===== src/rtl/beacon_cfg_update.sv =====
// beacon_cfg_update
// Sits in the 134-bit beacon report path in front of the ESW. Update frames addressed to this
// node are absorbed and written atomically into one of NUM_SETS configuration sets. Looped-back
// local frames are dropped, and every other frame is forwarded with a fixed 3-cycle latency.
//
// Ports
//   clk, rst_n                 clock, asynchronous active-low reset
//   in_lu_data[133:0]          packet word, [133:132] = 01 head / 11 middle / 10 tail
//   in_lu_data_wr              word strobe
//   in_lu_data_valid(_wr)      frame-valid flag and its strobe
//   in_local_mac_id[47:0]      this node's MAC address
//   out_lu_*                   forwarded stream (zero unless forwarding)
//   time_slot_period           32 bits per set, set s at [32s+31:32s]
//   direction                  1 bit per set
//   token_bucket_para/depth    16 bits per set
//   direct_mac_addr            48 bits per set
//   update_toggle              bit s inverts on every commit to set s
//   update_cnt/drop_cnt/err_cnt saturating 16-bit event counters
module beacon_cfg_update #(
  parameter int unsigned NUM_SETS        = 4,
  parameter logic [3:0]  MSG_TYPE_UPDATE = 4'hF,
  parameter int unsigned PAYLOAD_WORD    = 5,
  parameter logic [31:0] RST_PERIOD      = 32'h7,
  parameter logic [15:0] RST_PARA        = 16'd10,
  parameter logic [15:0] RST_DEPTH       = 16'd2048
) (
  input  logic                     clk,
  input  logic                     rst_n,
  input  logic [133:0]             in_lu_data,
  input  logic                     in_lu_data_wr,
  input  logic                     in_lu_data_valid,
  input  logic                     in_lu_data_valid_wr,
  input  logic [47:0]              in_local_mac_id,
  output logic [133:0]             out_lu_data,
  output logic                     out_lu_data_wr,
  output logic                     out_lu_data_valid,
  output logic                     out_lu_data_valid_wr,
  output logic [32*NUM_SETS-1:0]   time_slot_period,
  output logic [NUM_SETS-1:0]      direction,
  output logic [16*NUM_SETS-1:0]   token_bucket_para,
  output logic [16*NUM_SETS-1:0]   token_bucket_depth,
  output logic [48*NUM_SETS-1:0]   direct_mac_addr,
  output logic [NUM_SETS-1:0]      update_toggle,
  output logic [15:0]              update_cnt,
  output logic [15:0]              drop_cnt,
  output logic [15:0]              err_cnt
);

  localparam int unsigned SetW       = $clog2(NUM_SETS > 1 ? NUM_SETS : 2);
  localparam logic [4:0]  PayloadIdx = 5'(PAYLOAD_WORD);
  localparam logic [4:0]  NumSetsW   = 5'(NUM_SETS);

  typedef enum logic [1:0] {StIdle, StTran, StUpd, StDisc} state_e;

  function automatic logic [15:0] sat_add(input logic [15:0] v, input logic [1:0] inc);
    logic [16:0] sum;
    sum = {1'b0, v} + {15'd0, inc};
    return sum[16] ? 16'hFFFF : sum[15:0];
  endfunction

  // Two-stage delay line, intentionally without reset.
  logic [133:0] s1_data_q, s2_data_q;
  logic         s1_wr_q, s1_valid_q, s1_vwr_q;
  logic         s2_wr_q, s2_valid_q, s2_vwr_q;

  always_ff @(posedge clk) begin
    s1_data_q  <= in_lu_data;
    s1_wr_q    <= in_lu_data_wr;
    s1_valid_q <= in_lu_data_valid;
    s1_vwr_q   <= in_lu_data_valid_wr;
    s2_data_q  <= s1_data_q;
    s2_wr_q    <= s1_wr_q;
    s2_valid_q <= s1_valid_q;
    s2_vwr_q   <= s1_vwr_q;
  end

  // Classification: s2 holds the head, s1 holds word 1 (frames are contiguous).
  logic        head, tail;
  logic [47:0] f_dst, f_src;
  logic [3:0]  f_type, f_idx;
  logic        is_upd, idx_ok, looped;

  assign head   = s2_wr_q && (s2_data_q[133:132] == 2'b01);
  assign tail   = s2_wr_q && (s2_data_q[133:132] == 2'b10);
  assign f_dst  = s1_data_q[127:80];
  assign f_src  = s1_data_q[79:32];
  assign f_type = s1_data_q[11:8];
  // Range check uses the full low nibble so out-of-range indices are not aliased by truncation.
  assign f_idx  = s1_data_q[3:0];
  assign is_upd = (f_dst == in_local_mac_id) && (f_type == MSG_TYPE_UPDATE);
  assign idx_ok = {1'b0, f_idx} < NumSetsW;
  assign looped = (f_src == in_local_mac_id) && !s2_data_q[127];

  state_e          state_q, state_d;
  logic [4:0]      cnt_q, cnt_d;
  logic [SetW-1:0] set_q, set_d;

  logic [47:0] sh_mac_q, sh_mac_d;
  logic        sh_dir_q, sh_dir_d;
  logic [15:0] sh_depth_q, sh_depth_d;
  logic [15:0] sh_para_q, sh_para_d;
  logic [31:0] sh_period_q, sh_period_d;

  logic       fwd, commit, upd_inc, drop_inc;
  logic [1:0] err_inc;

  always_comb begin
    state_d     = state_q;
    cnt_d       = cnt_q;
    set_d       = set_q;
    sh_mac_d    = sh_mac_q;
    sh_dir_d    = sh_dir_q;
    sh_depth_d  = sh_depth_q;
    sh_para_d   = sh_para_q;
    sh_period_d = sh_period_q;
    fwd         = 1'b0;
    commit      = 1'b0;
    upd_inc     = 1'b0;
    drop_inc    = 1'b0;
    err_inc     = 2'd0;

    if (head) begin
      // A head always starts a new frame; an open TRAN/UPD frame is abandoned as an error.
      if (state_q == StTran || state_q == StUpd) err_inc = err_inc + 2'd1;
      if (is_upd && idx_ok) begin
        state_d = StUpd;
        set_d   = f_idx[SetW-1:0];
        cnt_d   = 5'd1;
      end else if (is_upd) begin
        state_d = StDisc;
        err_inc = err_inc + 2'd1;
      end else if (looped) begin
        state_d  = StDisc;
        drop_inc = 1'b1;
      end else begin
        state_d = StTran;
        fwd     = 1'b1;
      end
    end else begin
      case (state_q)
        StTran: begin
          fwd = 1'b1;
          if (tail) state_d = StIdle;
        end
        StUpd: begin
          if (s2_wr_q) begin
            if (cnt_q == PayloadIdx) begin
              sh_mac_d    = s2_data_q[127:80];
              sh_dir_d    = s2_data_q[79];
              sh_depth_d  = s2_data_q[63:48];
              sh_para_d   = s2_data_q[47:32];
              sh_period_d = s2_data_q[31:0];
            end
            // Saturate so overlong frames cannot wrap and reload the shadow.
            if (cnt_q != 5'd31) cnt_d = cnt_q + 5'd1;
            if (tail) begin
              state_d = StIdle;
              if (cnt_q >= PayloadIdx) begin
                commit  = 1'b1;
                upd_inc = 1'b1;
              end else begin
                err_inc = 2'd1;
              end
            end
          end
        end
        StDisc: begin
          if (tail) state_d = StIdle;
        end
        default: ;
      endcase
    end
  end

  // Commit source: the payload word may itself be the tail, so bypass the shadow in that case.
  logic        byp;
  logic [47:0] com_mac;
  logic        com_dir;
  logic [15:0] com_depth, com_para;
  logic [31:0] com_period;

  assign byp        = (cnt_q == PayloadIdx);
  assign com_mac    = byp ? s2_data_q[127:80] : sh_mac_q;
  assign com_dir    = byp ? s2_data_q[79]     : sh_dir_q;
  assign com_depth  = byp ? s2_data_q[63:48]  : sh_depth_q;
  assign com_para   = byp ? s2_data_q[47:32]  : sh_para_q;
  assign com_period = byp ? s2_data_q[31:0]   : sh_period_q;

  logic [31:0] period_q [NUM_SETS];
  logic [15:0] para_q   [NUM_SETS];
  logic [15:0] depth_q  [NUM_SETS];
  logic [47:0] mac_q    [NUM_SETS];
  logic [NUM_SETS-1:0] dir_q, toggle_q;
  logic [15:0] update_cnt_q, drop_cnt_q, err_cnt_q;
  logic [133:0] out_data_q;
  logic         out_wr_q, out_valid_q, out_vwr_q;

  always_ff @(posedge clk or negedge rst_n) begin
    if (!rst_n) begin
      state_q      <= StIdle;
      cnt_q        <= 5'd0;
      set_q        <= '0;
      sh_mac_q     <= '0;
      sh_dir_q     <= 1'b0;
      sh_depth_q   <= '0;
      sh_para_q    <= '0;
      sh_period_q  <= '0;
      dir_q        <= '0;
      toggle_q     <= '0;
      update_cnt_q <= '0;
      drop_cnt_q   <= '0;
      err_cnt_q    <= '0;
      out_data_q   <= '0;
      out_wr_q     <= 1'b0;
      out_valid_q  <= 1'b0;
      out_vwr_q    <= 1'b0;
      for (int s = 0; s < NUM_SETS; s++) begin
        period_q[s] <= RST_PERIOD;
        para_q[s]   <= RST_PARA;
        depth_q[s]  <= RST_DEPTH;
        mac_q[s]    <= '0;
      end
    end else begin
      state_q      <= state_d;
      cnt_q        <= cnt_d;
      set_q        <= set_d;
      sh_mac_q     <= sh_mac_d;
      sh_dir_q     <= sh_dir_d;
      sh_depth_q   <= sh_depth_d;
      sh_para_q    <= sh_para_d;
      sh_period_q  <= sh_period_d;
      update_cnt_q <= sat_add(update_cnt_q, {1'b0, upd_inc});
      drop_cnt_q   <= sat_add(drop_cnt_q, {1'b0, drop_inc});
      err_cnt_q    <= sat_add(err_cnt_q, err_inc);
      out_data_q   <= fwd ? s2_data_q  : '0;
      out_wr_q     <= fwd ? s2_wr_q    : 1'b0;
      out_valid_q  <= fwd ? s2_valid_q : 1'b0;
      out_vwr_q    <= fwd ? s2_vwr_q   : 1'b0;
      for (int s = 0; s < NUM_SETS; s++) begin
        if (commit && (set_q == SetW'(s))) begin
          period_q[s] <= com_period;
          para_q[s]   <= com_para;
          depth_q[s]  <= com_depth;
          mac_q[s]    <= com_mac;
          dir_q[s]    <= com_dir;
          toggle_q[s] <= ~toggle_q[s];
        end
      end
    end
  end

  for (genvar g = 0; g < NUM_SETS; g++) begin : g_pack
    assign time_slot_period[32*g +: 32]   = period_q[g];
    assign token_bucket_para[16*g +: 16]  = para_q[g];
    assign token_bucket_depth[16*g +: 16] = depth_q[g];
    assign direct_mac_addr[48*g +: 48]    = mac_q[g];
  end

  assign direction            = dir_q;
  assign update_toggle        = toggle_q;
  assign update_cnt           = update_cnt_q;
  assign drop_cnt             = drop_cnt_q;
  assign err_cnt              = err_cnt_q;
  assign out_lu_data          = out_data_q;
  assign out_lu_data_wr       = out_wr_q;
  assign out_lu_data_valid    = out_valid_q;
  assign out_lu_data_valid_wr = out_vwr_q;

endmodule


===== config.mk =====
export PLATFORM = sky130hd
export DESIGN_NAME = beacon_cfg_update
export DESIGN_NICKNAME = d
export VERILOG_FILES = /design/src/rtl/beacon_cfg_update.sv
export SDC_FILE = /design/constraint.sdc
export NUM_CORES = 1
export LEC_CHECK = 0
export BUFFER_PORTS_ARGS = -buffer_cell sky130_fd_sc_hd__buf_2
export CAP_MARGIN = 20
export CELL_PAD_IN_SITES_DETAIL_PLACEMENT = 1
export CELL_PAD_IN_SITES_GLOBAL_PLACEMENT = 2
export CORE_ASPECT_RATIO = 1.1
export CORE_MARGIN = 3
export CORE_UTILIZATION = 31
export DETAILED_ROUTE_END_ITERATION = 8
export GPL_ROUTABILITY_DRIVEN = 0
export GPL_TIMING_DRIVEN = 0
export HOLD_SLACK_MARGIN = 0.12
export PLACE_DENSITY = 0.72
export RECOVER_POWER = 100
export SETUP_SLACK_MARGIN = 0.4
export SYNTH_ARGS = -nofsm -noshare
export SYNTH_HDL_FRONTEND = slang
export SYNTH_SLANG_ARGS = --single-unit
export TNS_END_PERCENT = 1

===== constraint.sdc =====
create_clock -name clk -period 4.3 [get_ports clk]
set_clock_uncertainty 0.05 [all_clocks]
set_input_delay 0 -clock clk [delete_from_list [all_inputs] [get_ports clk]]
set_output_delay 0 -clock clk [all_outputs]
set_load 0.03 [all_outputs]

==> qor.log <==
[outcome] result of the run finished with violations
[outcome] violated checks max-capacitance violations, max-slew violations
[logic_synthesis] Synth Cell Area 35100 sq um
[sta] Worst-Margin Slew 2.88 ns
[sta] endpoints failing setup 0
[route] number of vias in the routed layout 26988
[sta] portion of the clock cycle consumed by the worst path in the final layout 96.2%
[layout] count of nets after finishing 4286
[logic_synthesis] dominant register cell in the synthesized netlist sky130_fd_sc_hd__dfrtp_1
[critical_path] Critical Path Sink Type flop
[logic_synthesis] syn nets 3048
[route] Initial DRC Count 1421
[global_route] GR Overflow Total 0
[critical_path] Crit-path slowest cell sky130_fd_sc_hd__or4_4
[route] Vias per Instance 4.73
[critical_path] data arrival time of the worst path 4.67 ns
[layout] synthesis-to-layout area growth 35.5%
[critical_path] Worst R2R Path Depth 18
[logic_synthesis] post-synthesis cell count 2847
[logic_synthesis] share of synthesized flip-flops with an asynchronous set or reset 73.6%
[floorplanning] floorplan core area 112000 sq um
[sta] max-slew violation count 170
[clock_tree] Inserted Clock Buffers 110
[critical_path] largest fanout on the critical path 2
[hold_path] endpoint of the worst hold path state_q[1]
[logic_synthesis] share of the yosys chip area belonging to registers 70.1%
[logic_synthesis] leading post-synthesis cells by cell area sky130_fd_sc_hd__dfrtp_1 53%, sky130_fd_sc_hd__dfxtp_1 16%, sky130_fd_sc_hd__a21oi_1 4.9%
[floorplanning] area of the die 117000 sq um
[logic_synthesis] top cells by instance count after synthesis 739 x sky130_fd_sc_hd__dfrtp_1, 362 x sky130_fd_sc_hd__nor2_1, 347 x sky130_fd_sc_hd__a21oi_1
[route] router iterations before antenna repair 5
[layout] fin util 42.6%
[flow_run] max-cap violations 2
[clock_tree] clock tree from TritonCTS done
[logic_synthesis] distinct cell type count after synthesis 51
[power_and_ir_drop] maximum resistive drop on vdd 0.000341 V
[floorplanning] horizontal die dimension 327 um
[hold_path] min-delay src in_local_mac_id[8]
[sta] total negative setup slack 0 ns
[critical_path] CP Class reg -> reg
[sta] FMAX 0.242 GHz
[sta] Tmin final 4.14 ns
[critical_path] slack of the worst reg-to-reg path 0.16 ns
[route] average wire per cell in the routed design 26.5 um
[clock_tree] clock edge transition at the registers on the reported setup and hold paths 0.06 ns
[sta] Max-slew headroom -91.7%
[place] Final HPWL DP 114000 um
[global_route] pin count of the biggest net entering global routing 113
[critical_path] launching element type of the critical path flop
[logic_synthesis] number of synthesized flops with an enable pin 0
[route] remaining antenna violation count after routing 0
[layout] fillers 12463
[global_route] overall global routing resource usage 25.2%
[logic_synthesis] cell taking the most area after synthesis sky130_fd_sc_hd__dfrtp_1
[logic_synthesis] count of warnings emitted by yosys 0
[critical_path] critical path launch point s1_data_q[89]
[floorplanning] initial standard-cell utilization of the core 31.5%
[critical_path] Critical R2R Launch s1_data_q[89]
[clock_tree] cell chosen for the clock root sky130_fd_sc_hd__clkbuf_16
[critical_path] crit-path cells xor2_1 > or3_1 > or4_4 > nor4_4 > buf_6 > ha_4 > nor2_1 > nand2_1 > nor3b_4 > ha_2 > inv_2 > fa_2 > and3b_2 > nand3_4 > nor3_4 > buf_4 > buf_4 > mux2_2
[route] total detailed-routing wirelength 151000 um
[hold_path] cell depth of the worst min-delay path 9
[clock_tree] total number of H-tree levels 3
[layout] fraction of final layout cells with drive strength greater than 1 15.3%
[power_and_ir_drop] standby leakage power 21.5 nW
[clock_tree] clock latency reported for the late side of the worst-skew pair 0.71 ns
[place] count of port buffers added during placement 827
[logic_synthesis] most numerous cell in the Yosys netlist sky130_fd_sc_hd__dfrtp_1
[clock_tree] buffers from clock root to sink, at most 3
[layout] number of cells in the finished layout apart from fillers 5700
[global_route] initial antenna violation count 42
[critical_path] most frequent cell on the critical path sky130_fd_sc_hd__buf_4
[logic_synthesis] FF+latch count, synth 1037
[floorplanning] die outline height 359 um
[global_route] first-pass GRT wire length 215000 um
[sta] Hold Vio Cnt, Final 0
[logic_synthesis] top cell type's share of synthesized area 52.7%
[floorplanning] Row Count 128
[critical_path] worst r2r dst err_cnt[12]
[power_and_ir_drop] power per cell area 530 nW/um^2
[critical_path] Worst Path Required 4.83 ns
[logic_synthesis] Avg Cell Area, Syn 12.3 sq um
[hold_path] type of the most critical hold path in -> reg
[sta] unrepaired setup endpoints after global routing yes
[clock_tree] clock net sink count 1037
[global_route] vias in the first global route 28983
[place] Inst Count DP 5178
[critical_path] stage delay of the slowest cell on the critical path 0.50 ns
[route] DRC 0
[floorplanning] num ports 828
## worst max path at each step
stage                                      end  slack, ns  cells after the start
after floorplan                    err_cnt[13]       0.42                     18
after global placement    direct_mac_addr[182]     -14.48                      1
after detailed placement          drop_cnt[10]      -0.54                     12
after CTS                           err_cnt[3]      -0.04                     19
after global routing                err_cnt[3]      -0.04                     19
final                              err_cnt[12]       0.16                     18
## cell usage in the layout (no fill, tap or decap), drive strengths merged, types with 23 or more instances in the layout
cell,n
dlygate4sd3,278
diode,23
buf,259
nor2b,144
a21oi,347
dfstp,24
dfxtp,274
mux2i,113
xor2,108
nor2,362
nand2,170
dfrtp,739
mux2,119
clkinv,29
o21ai,123
nor4,29
clkbuf,890
## metal layers
| metal | up-vias | GRT usage, % | wire length [um] |
|---|---|---|---|
| li1 | 12040 | - | - |
| met1 | 13869 | 31.4 | 62900 |
| met2 | 820 | 42.7 | 73000 |
| met3 | 241 | 6.01 | 9140 |
| met4 | 18 | 9.23 | 5880 |
| met5 | - | 0 | 111 |
## final cells by class
| type | instances | area [sq um] | share of cell area, % |
|---|---|---|---|
| diodes | 23 | 57.6 | 0.121 |
| plain buffers | 145 | 627 | 1.32 |
| clock buffers | 156 | 3170 | 6.66 |
| clock inverters | 53 | 693 | 1.46 |
| inverters | 13 | 48.8 | 0.103 |
| multi-input cells | 1652 | 10000 | 21.1 |
| flip-flops and latches | 1037 | 24600 | 51.7 |
| well taps | 1495 | 1870 | 3.93 |
| repair buffers | 1126 | 6460 | 13.6 |
## logic make-up (layout without fill, tap and decap cells)
group	Yosys count	count (layout)	share of synthesized area (%)
compound gates	493	493	7.21
fa+ha+maj	14	14	0.520
xor+xnor	121	121	3.02
buf+inv	158	1493	1.79
flops	1037	1037	70.1
simple gates	792	792	10.4
other cells	0	23	0
mux	232	232	7.04
## sequential cells by signal, indices dropped and copies added (netlist names), 32 cells and up
name                flops
out_lu_data           134
sh_mac_q               48
s1_data_q             134
time_slot_period      128
token_bucket_para      64
s2_data_q             134
token_bucket_depth     64
sh_period_q            32
direct_mac_addr       192
## stage by stage
| step | area (sq um) | worst slack, ns | hold slack, ns | total power [W] |
|---|---|---|---|---|
| 3_5_place_dp | 41400 | -0.536 | -0.0339 | 0.0152 |
| 5_1_grt | 47600 | -0.0433 | 0.257 | 0.0262 |
| 3_3_place_gp | 41200 | -14.48 | 0.0528 | 0.0151 |
| 2_1_floorplan | 35200 | 0.417 | -0.346 | 0.0133 |
| 4_1_cts | 48300 | -0.0434 | 0.169 | 0.0256 |
| 6_report | 47600 | 0.162 | 0.220 | 0.0252 |
## worst max-delay path, delay by kind of cell (launching register included)
kind	cells	cell delay (ns)
xor+xnor	1	0.22
simple gates	9	1.95
mux	1	0.31
buf+inv	4	0.44
fa+ha+maj	3	0.68
flops	1	0.37
## power breakdown
| group | switching, W | internal (W) | leakage, nW |
|---|---|---|---|
| Sequential | 0.000508 | 0.0105 | 12.6 |
| Combinational | 0.00295 | 0.00112 | 6.97 |
| Clock | 0.00417 | 0.00595 | 1.90 |
| Total | 0.00763 | 0.0176 | 21.5 |
## what timing repair did
item,4_1_cts,5_1_grt
gates cloned,1,0
gates resized for setup,37,24
hold endpoints to repair,399,0
setup buffers,9,1
setup endpoints to repair,234,143
hold buffers,279,0
pin swaps,6,4
Note: power is estimated with default switching activity, not from simulation.
